`src/rtl/vram_rr_sched.sv`:
```
// Round-robin scheduler for the shared 32-bit VRAM read path; the CPU port (cpu_busy) always wins.
// Define VRAM_SCHED_STARVE_GUARD_EN to add per-requester wait counters that raise cpu_hold.
module vram_rr_sched #(
  parameter int NUM_REQ  = 3,
  parameter int AW       = 15,
  parameter int MAX_WAIT = 15
) (
  input  logic                  clk,
  input  logic                  rst_n,
  input  logic                  cpu_busy,
  output logic                  cpu_hold,
  input  logic [NUM_REQ-1:0]    req_strobe,
  input  logic [NUM_REQ*AW-1:0] req_addr,
  output logic [NUM_REQ-1:0]    req_ack,
  output logic [31:0]           req_rddata,
  output logic [AW-1:0]         ram_addr,
  output logic                  ram_strobe,
  input  logic [31:0]           ram_rddata
);

  localparam int PW = (NUM_REQ > 1) ? $clog2(NUM_REQ) : 1;

  logic [PW-1:0]      rr_ptr;
  logic               gnt_vld_p0;
  logic [PW-1:0]      win_p0;
  logic [NUM_REQ-1:0] gnt_oh_p0;

  // Stage p0: combinational scan starting at rr_ptr; reset and the CPU both block any grant
  always_comb begin
    gnt_vld_p0 = 1'b0;
    win_p0     = '0;
    for (int k = 0; k < NUM_REQ; k++) begin
      int idx;
      idx = (int'(rr_ptr) + k) % NUM_REQ;
      if (!gnt_vld_p0 && req_strobe[idx]) begin
        gnt_vld_p0 = 1'b1;
        win_p0     = PW'(idx);
      end
    end
    if (cpu_busy || !rst_n) begin
      gnt_vld_p0 = 1'b0;
      win_p0     = '0;
    end
  end

  assign gnt_oh_p0  = gnt_vld_p0 ? (NUM_REQ'(1) << win_p0) : '0;
  assign ram_strobe = gnt_vld_p0;
  assign ram_addr   = gnt_vld_p0 ? req_addr[int'(win_p0)*AW +: AW] : '0;

  // Stage p1: ack lines up with the RAM's one-cycle read latency
  always_ff @(posedge clk or negedge rst_n) begin
    if (!rst_n) begin
      req_ack <= '0;
      rr_ptr  <= '0;
    end else begin
      req_ack <= gnt_oh_p0;
      if (gnt_vld_p0)
        rr_ptr <= (win_p0 == PW'(NUM_REQ - 1)) ? '0 : win_p0 + 1'b1;
    end
  end

  assign req_rddata = ram_rddata;

`ifdef VRAM_SCHED_STARVE_GUARD_EN
  localparam int WW = (MAX_WAIT > 0) ? $clog2(MAX_WAIT + 1) : 1;

  logic [WW-1:0] wait_cnt  [NUM_REQ];
  logic [WW-1:0] wait_next [NUM_REQ];
  logic          starved;

  // Hold follows the next counter values so it drops right after the starved grant
  always_comb begin
    starved = 1'b0;
    for (int i = 0; i < NUM_REQ; i++) begin
      if (!req_strobe[i] || gnt_oh_p0[i])
        wait_next[i] = '0;
      else if (wait_cnt[i] != WW'(MAX_WAIT))
        wait_next[i] = wait_cnt[i] + 1'b1;
      else
        wait_next[i] = wait_cnt[i];
      if (wait_next[i] >= WW'(MAX_WAIT))
        starved = 1'b1;
    end
  end

  always_ff @(posedge clk or negedge rst_n) begin
    if (!rst_n) begin
      cpu_hold <= 1'b0;
      for (int i = 0; i < NUM_REQ; i++) wait_cnt[i] <= '0;
    end else begin
      cpu_hold <= starved;
      for (int i = 0; i < NUM_REQ; i++) wait_cnt[i] <= wait_next[i];
    end
  end
`else
  // Guard compiled out: the threshold has no effect and hold stays low
  localparam bit HOLD_TIE = (MAX_WAIT < 0);
  assign cpu_hold = HOLD_TIE;
`endif

endmodule

```
`config.mk`:
```
export PLATFORM = sky130hd
export DESIGN_NAME = vram_rr_sched
export DESIGN_NICKNAME = d
export VERILOG_FILES = /design/src/rtl/vram_rr_sched.sv
export SDC_FILE = /design/constraint.sdc
export NUM_CORES = 1
export LEC_CHECK = 0
export CORE_AREA = 2 2 67 69
export DETAILED_ROUTE_END_ITERATION = 10
export DIE_AREA = 0 0 69 71
export GPL_TIMING_DRIVEN = 0
export PLACE_DENSITY_LB_ADDON = 0.25
export RECOVER_POWER = 25
export SLEW_MARGIN = 20
export SYNTH_ARGS = -nofsm -noshare
export SYNTH_HDL_FRONTEND = slang
export SYNTH_SLANG_ARGS = --single-unit
```
`constraint.sdc`:
```
create_clock -name clk -period 3.3 [get_ports clk]
set_clock_uncertainty 0.2 [all_clocks]
set_input_delay 0.33 -clock clk [delete_from_list [all_inputs] [get_ports clk]]
set_output_delay 0.33 -clock clk [all_outputs]
set_load 0.005 [all_outputs]
```
==> results of run 1 <==
[worst max-delay path, stage by stage]
cell and delay (ns):
clkdlybuf4s50_1 0.64, mux2i_4 0.14, o211ai_2 0.21, o22ai_1 0.12, and3_2 0.26, clkbuf_4 0.19
nand3b_1 0.17, a21oi_1 0.14, dlygate4sd2_1 0.28
[where the power goes]
group	switching [mW]	total (mW)	internal [mW]
Clock	0.0302	0.113	0.0829
Combinational	0.327	0.828	0.501
Sequential	0.0229	0.106	0.0831
Total	0.380	1.05	0.667
[flip-flops by register name, indices dropped and copies added, names as in the netlist]
name and flops:
rr_ptr 2, req_ack 3
[cell usage after synthesis (all sizes together)]
library cell,instances
buf,35
a21o,14
a22o,12
dfrtp,5
inv,5
nand3b,5
ha,4
a21oi,3
a22oi,3
mux2i,3
nand2,3
nor2,3
nor2b,3
clkbuf,2
o21a,2
o21ai,2
o22ai,2
and3,1
conb,1
nand2b,1
nor3,1
nor4b,1
o211ai,1
o41ai,1
[repair_timing]
| item | CTS | global route |
|---|---|---|
| resized for setup | 15 | 33 |
| pin swaps | 3 | 2 |
| buffers inserted | 6 | 2 |
| setup endpoints to repair | 15 | 14 |
[logic make-up after synthesis]
group,synth area share (%)
AO/OA/AOI/OAI,34.29
multiplexers,3.117
adder cells (fa/ha/maj),5.195
flip-flops,12.99
other,0.3892
buffers and inverters,31.04
AND/OR/NAND/NOR,12.99
[area by class of cell]
| class | count | share of cell area [%] |
|---|---|---|
| multi-input combinational | 66 | 28.06 |
| buffer | 37 | 12.44 |
| sequential | 5 | 5.493 |
| timing repair buffer | 109 | 48.25 |
| clock buffer | 4 | 1.939 |
| tap | 52 | 2.800 |
| inverter | 5 | 1.023 |
[worst min-delay path by stage]
| stage | slack, ns | to |
|---|---|---|
| floorplan | -0.17 | req_ack[0]$_DFF_PN0_ |
| global placement | 0.33 | rr_ptr[1]$_DFFE_PN0P_ |
| detailed placement | 0.34 | rr_ptr[1]$_DFFE_PN0P_ |
| CTS | 0.14 | rr_ptr[0]$_DFFE_PN0P_ |
| global route | 0.21 | rr_ptr[0]$_DFFE_PN0P_ |
| finish | 0.21 | req_ack[2]$_DFF_PN0_ |
[per-layer routing]
| metal | GRT usage, % | vias to the layer above | part of all wire [%] | routed length (um) |
|---|---|---|---|---|
| li1 | - | 597 | - | - |
| met1 | 15.50 | 531 | 36 | 1265 |
| met2 | 24.25 | 78 | 50 | 1766 |
| met3 | 6.695 | 5 | 13 | 473 |
| met4 | 5.229 | 0 | 1.4 | 48 |
| met5 | 0 | - | 0 | 0 |
==> run_results.csv, run 1 <==
group,metric,value,unit
run_status,status,"finished clean",
cts,htree_num_levels,1,
sta,setup_tns,0,ns
finish,fillers,406,
synth,syn_nets,200,
placed_design,io_buffers,101,
grt,grt_pass1_vias,1249,
sta,fin_crit_sh,91.08,%
finish,drive_above_1_share,31.86,%
cts,clock-sinks,5,
finish,multi_input_area,651.9,um^2
placed_design,detailedPlacementHpwl,2.981,mm
grt,antenna_found_initial,0,
worst_setup_path,critPathKind,"primary input to primary output",
route,detail-route-antenna-nets,0,
grt,grt_max_degree,11,
worst_setup_path,end_kind,"primary output",
worst_setup_path,r2r_end,"rr_ptr[0]$_DFFE_PN0P_",
sta,setup_ws,0.2945,ns
power_and_ir_drop,irDropWorstVdd,0.1674,mV
sta,rsz0062_at_grt,"no",
floorplanning,start_util,22.92,%
synth,ys_seq_area_share,12.99,%
finish,final_cell_count_no_fill,278,
finish,fin_nets,314,
route,drtPass1Iterations,3,
sta,slew_viol_final,0,
finish,syn2layout_area_growth,141.2,%
synth,synth_cell_type_count,29,
worst_setup_path,startpoint_type,"primary input",
grt,grt_usage,14.23,%
min_path,min_path_type,"primary input to asynchronous set/reset pin",
synth,yosysTopAreaCellShare,25.71,%
cts,clock_latency,0.22,ns
route,route.vias.total,1211,
power_and_ir_drop,power_density,450.6,nW/um^2
finish,layout_common_cells,"clkdlybuf4s50_1, buf_4, a21o_1, dlymetal6s2s_1, a22o_1",
grt,gr-total-overflow,0,
worst_setup_path,reg2reg_from,"rr_ptr[0]$_DFFE_PN0P_",
floorplanning,num_rows,24,
worst_setup_path,worstPathArrival,2.48,ns
synth,syn_inst,113,
sta,hold_violations,0,
grt,grt_pass1_wl,5.706,mm
placed_design,place_congestion,0.7840,
cts,cts_tree,"done",
synth,synth_top_area_cell,"buf_4",
route,wire_per_inst,12.78,um
synth,synth_area,963.4,um^2
placed_design,dpl_worst_slack,-0.09031,ns
worst_setup_path,endpoint,"ram_addr[3]",
floorplanning,core_area,4204,um^2
cts,clkTransAtPathRegs,0.03,ns
finish,post-route-util,55.27,%
flow_run,drv_cap,0,
route,routed_via_density,4.356,
sta,hold_ws,0.2070,ns
cts,root_buffer,"clkbuf_8",
worst_setup_path,rrSetupSlack,1.02,ns
synth,synth_area_leaders,"buf_4, dfrtp_1, a21o_1",
floorplanning,die_w,69,um
floorplanning,ios,135,
route,drc_errors,0,
worst_setup_path,crit_fanout,10,
cts,holdBufCountCts,0,
finish,final_common_cell,"clkdlybuf4s50_1",
synth,synth-seq-cells,5,
placed_design,place_area,2039,um^2
sta,min_period,3.006,ns
power_and_ir_drop,power.leakage,1.270,nW
synth,avgSynthCellArea,8.526,um^2
finish,antenna_cells,0,
power_and_ir_drop,p_total,1.047,mW
finish,regArea,127.6,um^2
floorplanning,dieArea,4899,um^2
cts,numCtsBuffers,3,
sta,max_freq,332.7,MHz
cts,clk_path_buf_depth,2,
worst_setup_path,critPathLaunch,"req_strobe[2]",
worst_setup_path,reg2reg_depth,10,
synth,yosys_warnings,0,
worst_setup_path,critical_path_required,2.77,ns
route,wl,3.553,mm
sta,setup_viol,0,
finish,fin_area,2323,um^2
route,first_iter_violations,28,
floorplanning,die_h,71,um
placed_design,dp.cells,266,
No activity file was read; power rests on OpenSTA's default activity.
==> inputs of run 2 (changes only) <==
--- a/config.mk
+++ b/config.mk
@@ -5,9 +5,13 @@
 export SDC_FILE = /design/constraint.sdc
 export NUM_CORES = 1
 export LEC_CHECK = 0
-export CORE_AREA = 2 2 67 69
+export CELL_PAD_IN_SITES_DETAIL_PLACEMENT = 1
+export CELL_PAD_IN_SITES_GLOBAL_PLACEMENT = 1
+export CORE_AREA = 2 2 84 86
+export CTS_CLUSTER_DIAMETER = 120
 export DETAILED_ROUTE_END_ITERATION = 10
-export DIE_AREA = 0 0 69 71
+export DIE_AREA = 0 0 86 88
+export GPL_ROUTABILITY_DRIVEN = 0
 export GPL_TIMING_DRIVEN = 0
 export PLACE_DENSITY_LB_ADDON = 0.25
 export RECOVER_POWER = 25
==> run_results.csv, run 2 (synthesis gave the netlist of run 1 again) <==
group,metric,value,unit
run_status,status,"finished clean",
cts,holdBufCountCts,0,
route,drtPass1Iterations,2,
finish,final_common_cell,"clkdlybuf4s50_1",
route,wire_per_inst,13.51,um
finish,antenna_cells,0,
finish,largest-register,"req_ack",
finish,drive_above_1_share,32.75,%
sta,slew_viol_final,0,
worst_setup_path,crit_fanout,5,
floorplanning,die_h,88,um
cts,clock-sinks,5,
sta,max_freq,319.2,MHz
grt,grt_max_degree,11,
floorplanning,num_rows,30,
finish,fin_area,2360,um^2
grt,gr-total-overflow,0,
cts,clkTransAtPathRegs,0.03,ns
sta,hold_ws,0.2246,ns
worst_setup_path,end_kind,"primary output",
floorplanning,dieArea,7568,um^2
route,wl,4.176,mm
flow_run,drv_cap,0,
worst_setup_path,cpMostUsedCell,"buf_4",
finish,largest_reg_flops,3,
power_and_ir_drop,p_total,1.092,mW
power_and_ir_drop,power_switching,0.4171,mW
power_and_ir_drop,clkPwrFrac,10.2,%
placed_design,dp.cells,294,
worst_setup_path,critPathKind,"flop to primary output",
power_and_ir_drop,irDropWorstVdd,0.1622,mV
power_and_ir_drop,internal_power,0.6745,mW
min_path,min_path_type,"primary input to asynchronous set/reset pin",
route,first_iter_violations,14,
cts,root_buffer,"clkbuf_8",
finish,final_cell_count_no_fill,309,
finish,post-route-util,35.52,%
worst_setup_path,slowest_stage,"dfrtp_1",
route,route.vias.total,1260,
power_and_ir_drop,p_sw_share,38.21,%
finish,largest_registers,"req_ack (3), rr_ptr (2)",
worst_setup_path,cp_slowest_stage_delay,0.41,ns
sta,setup_ws,0.1676,ns
worst_setup_path,cp_cell_sequence,"buf_4 -> ha_4 -> nor2b_4 -> o21a_4 -> o41ai_4 -> nor3_4 -> buf_6 -> buf_4 -> a21o_1 -> dlygate4sd2_1",
power_and_ir_drop,p_seq_share,9.4,%
floorplanning,ios,135,
cts,clk_path_buf_depth,2,
sta,rsz0062_at_grt,"no",
placed_design,place_area,2074,um^2
route,detail-route-antenna-nets,0,
power_and_ir_drop,power_density,462.6,nW/um^2
floorplanning,core_area,6644,um^2
grt,antenna_found_initial,0,
route,drc_errors,0,
grt,grt_usage,10.58,%
cts,numCtsBuffers,3,
finish,syn2layout_area_growth,144.9,%
cts,clock_latency,0.22,ns
finish,fin_nets,317,
worst_setup_path,critical_path_required,2.77,ns
grt,grt_pass1_vias,1343,
sta,setup_tns,0,ns
floorplanning,start_util,14.50,%
placed_design,io_buffers,101,
placed_design,detailedPlacementHpwl,3.261,mm
sta,hold_violations,0,
sta,fin_crit_sh,94.92,%
power_and_ir_drop,power.leakage,1.131,nW
route,routed_via_density,4.078,
cts,htree_num_levels,1,
sta,min_period,3.132,ns
cts,cts_tree,"done",
worst_setup_path,startpoint_type,"flop",
sta,setup_viol,0,
finish,fillers,765,
worst_setup_path,worstPathArrival,2.60,ns
finish,layout_common_cells,"clkdlybuf4s50_1, buf_4, a21o_1, dlygate4sd2_1, a22o_1",
floorplanning,die_w,86,um
grt,grt_pass1_wl,6.348,mm
placed_design,dpl_worst_slack,-0.2516,ns
power_and_ir_drop,pwr-share-comb,80.3,%
==> run 2: worst paths after layout <==
kind                                             from  cells after the start               endpoint  slack [ns]
max in group asynchronous                       rst_n                      1  rr_ptr[0]$_DFFE_PN0P_        2.44
worst max register to register  rr_ptr[1]$_DFFE_PN0P_                     10  rr_ptr[0]$_DFFE_PN0P_        0.75
worst min-delay path                            rst_n                      1  rr_ptr[1]$_DFFE_PN0P_        0.22
worst min register to register  rr_ptr[1]$_DFFE_PN0P_                      1  rr_ptr[1]$_DFFE_PN0P_        0.36
min in group clk                rr_ptr[1]$_DFFE_PN0P_                      1  rr_ptr[1]$_DFFE_PN0P_        0.36
worst max-delay path            rr_ptr[1]$_DFFE_PN0P_                     10            ram_addr[7]        0.17
==> run 2: final cells by class <==
class	instances	area (um^2)	share of cell area, %
Inverter	5	23.77	1.007
Tap cell	80	100.1	4.242
Multi-Input combinational cell	66	674.4	28.58
Buffer	37	295.3	12.51
Sequential cell	5	126.4	5.355
Clock buffer	4	45.04	1.909
Timing Repair Buffer	112	1095	46.39
==> run 2: critical path, delay by kind of cell, from the launching register on <==
kind                       cells  cell delay [ns]
and+or+nand+nor                2             0.23
AOI/OAI and AO/OA              3             0.81
buffers and inverters          4             0.71
adders and majority gates      1             0.23
DFF                            1             0.41
==> run 2: metal layers <==
layer / track usage (%) / wire length (um) / share of wire (%) / up-vias
met1: 12.10 / 1567 / 38 / 571
met3: 3.393 / 434 / 10 / 2
met4: 2.597 / 31 / 0.74 / 0
met2: 19.10 / 2141 / 51 / 84
li1: - / - / - / 603
met5: 0 / 0 / 0 / -
==> run 2: power by group through the flow <==
stage / combinational [mW] / sequential (mW) / clock (mW)
floorplan: 0.369 / 0.0941 / 0
global placement: 0.667 / 0.0954 / 0
detailed placement: 0.668 / 0.0959 / 0
CTS: 0.753 / 0.0969 / 0.117
global route: 0.961 / 0.105 / 0.122
finish: 0.877 / 0.103 / 0.111
==> run 2: timing repair <==
item,4_1_cts,5_1_grt
endpoints found under the setup margin,15,10
gates cloned,0,0
setup buffers,9,2
endpoints found under the hold margin,0,0
pin swaps,5,4
resized for setup,32,20
==> variant: new RTL, config.mk and constraints of run 2 <==
Add a define of `VRAM_SCHED_STARVE_GUARD_EN`.
--- a/src/rtl/vram_rr_sched.sv
+++ b/src/rtl/vram_rr_sched.sv
@@ -1,4 +1,6 @@
 // Round-robin scheduler for the shared 32-bit VRAM read path; the CPU port (cpu_busy) always wins.
 // Define VRAM_SCHED_STARVE_GUARD_EN to add per-requester wait counters that raise cpu_hold.
+`define VRAM_SCHED_STARVE_GUARD_EN
+
 module vram_rr_sched #(
   parameter int NUM_REQ  = 3,
Check against the original RTL: no difference found for any inputs over 4 cycles, from zero or initial values and one cycle with rst_n low; that may be too few to reach the edited logic, so the function may still have changed.
==> variant against run 2 <==
The run now ends with setup timing left. Via count rose by 55%. Routed wire length grew 60%. Design area grew 38%. Sequential cell count grew 13. Worst setup slack worse by 0.23 ns. Register-to-register slack worse by 0.53 ns. Area after synthesis increased by 79%. Die area stayed put. Total power grew 64%. Critical path depth increased by 1.
==> variant: results (changes against run 2) <==
stage;metric;value;unit;change
outcome;status;complete, but fails checks;;was finished clean
outcome;violations;setup timing;;
cells_and_area;num-nets-final;423;;was 317
power_and_ir_drop;p_leak;0.00151;uW;was 0.00113 uW
cells_and_area;drive_gt1_share;34.4;%;was 32.8%
placed_design;dp_cells;380;;was 294
power_and_ir_drop;peakVddDrop;212;uV;was 162 uV
critical_path;crit_arrival;2.83;ns;was 2.60 ns
placed_design;placed_cell_area;2830;um^2;was 2070 um^2
global_route;grt_usage;16.7;%;was 10.6%
synth;ys_seq_area_share;26.2;%;was 13.0%
sta;finalWorstSetupSlack;-0.0607;ns;was 0.168 ns
drt;drt-total-wl;6700;um;was 4180 um
synth;synth_cell_types;41;;was 29
drt;drtIter0Drc;56;;was 14
synth;synth_area_leaders;dfrtp_1, buf_4, a21o_1;;was buf_4, dfrtp_1, a21o_1
global_route;grt_max_degree;20;;was 11
cells_and_area;reg.largest.list;wait_cnt: 12 flops, req_ack: 3 flops, rr_ptr: 2 flops;;was req_ack: 3 flops, rr_ptr: 2 flops
cts;clkTransAtPathRegs;0.08;ns;was 0.03 ns
global_route;grt_pass1_vias;2083;;was 1343
cells_and_area;stdcell_count;411;;was 309
sta;finalSetupViolations;7;;was 0
synth;syn-num-nets;289;;was 200
cts;clock_latency;0.26;ns;was 0.22 ns
placed_design;dp_hpwl;4940;um;was 3260 um
critical_path;slowest_stage;or4_1;;was dfrtp_1
synth;synthTopCellsByCount;buf_4, dfrtp_1, nor2_1;;was buf_4, a21o_1, a22o_1
critical_path;path_max_fanout;6;;was 5
drt;via_count;1950;;was 1260
critical_path;cpPeakStageDelay;0.48;ns;was 0.41 ns
cells_and_area;fill_cells;774;;was 765
variant: cell types whose count changed in the layout (fill, tap and decap cells not counted), sizes merged, moves of 5 or more:
| cell | delta |
|---|---|
| buf | +36 |
| dlygate4sd2 | -14 |
| nor2 | +11 |
| dlygate4sd3 | -11 |
| nor3b | +5 |
| o21ai | +8 |
| dfrtp | +13 |
| nand2 | +9 |
| nand3 | +7 |
| clkdlybuf4s50 | +10 |
variant: path summary, 6_finish.rpt:
path / slack [ns] / cells after the start / endpoint / from
max: -0.06 / 11 / ram_addr[14] / rr_ptr[1]
min: 0.03 / 1 / wait_cnt[1] / rst_n
max reg2reg: 0.22 / 13 / cpu_hold / rr_ptr[1]
min in group clk: 0.12 / 3 / wait_cnt[8] / req_strobe[0]
min reg2reg: 0.38 / 1 / rr_ptr[1] / rr_ptr[1]
max in group asynchronous: 2.18 / 1 / rr_ptr[1] / rst_n
variant: where the power goes:
group	total, uW	internal [uW]	switching (uW)
sequential	323	269	54.1
clock	161	81.4	79.5
combinational	1310	720	586
variant: cell type report:
class	count	share of cell area, %
tap	80	3.08
inverter	9	1.12
sequential	18	13.9
clock buffer	3	1.27
multi-input combinational	133	34.1
timing repair buffer	129	37.0
buffer	39	9.59
variant: cells by family (layout without fill, tap and decap cells):
logic type,after synthesis,in the layout,share of synthesized area (%)
compound gates,54,54,24.1
buf+inv,48,180,19.1
simple gates,61,61,19.3
fa+ha+maj,7,7,5.09
flops,18,18,26.2
xor+xnor,5,5,2.55
mux,6,6,3.71
variant: worst max-delay path, delay by kind of cell (launching register included):
family | cells | cell delay (ns)
multiplexers | 1 | 0.22
buffers and inverters | 4 | 0.49
flip-flops | 1 | 0.46
AO/OA/AOI/OAI | 3 | 0.42
AND/OR/NAND/NOR | 2 | 0.67
adder cells (fa/ha/maj) | 1 | 0.30
variant: routing by layer:
layer  part of all wire (%)  track usage [%]
met1                     36             17.9
met2                     54             32.5
met3                    9.0             5.94
met4                    1.0             1.30
met5                      0                0
variant: through the flow:
stage               setup TNS [ns]  utilization, %  worst slack, ns  hold WS [ns]
floorplan                        0               -            0.449        -0.166
CTS                         -0.787            47.1           -0.110         0.117
detailed placement           -5.99            42.6           -0.507         0.337
finish                      -0.309            48.9          -0.0607        0.0271
global placement             -6.52            42.6           -0.497         0.324
global route                 -2.26            48.9           -0.206         0.121
variant: timing repair:
item,4_1_cts,5_1_grt
setup endpoints to repair,16,16
gates resized for setup,95,20
setup buffers,21,6
gates cloned,1,1
pin swaps,13,15
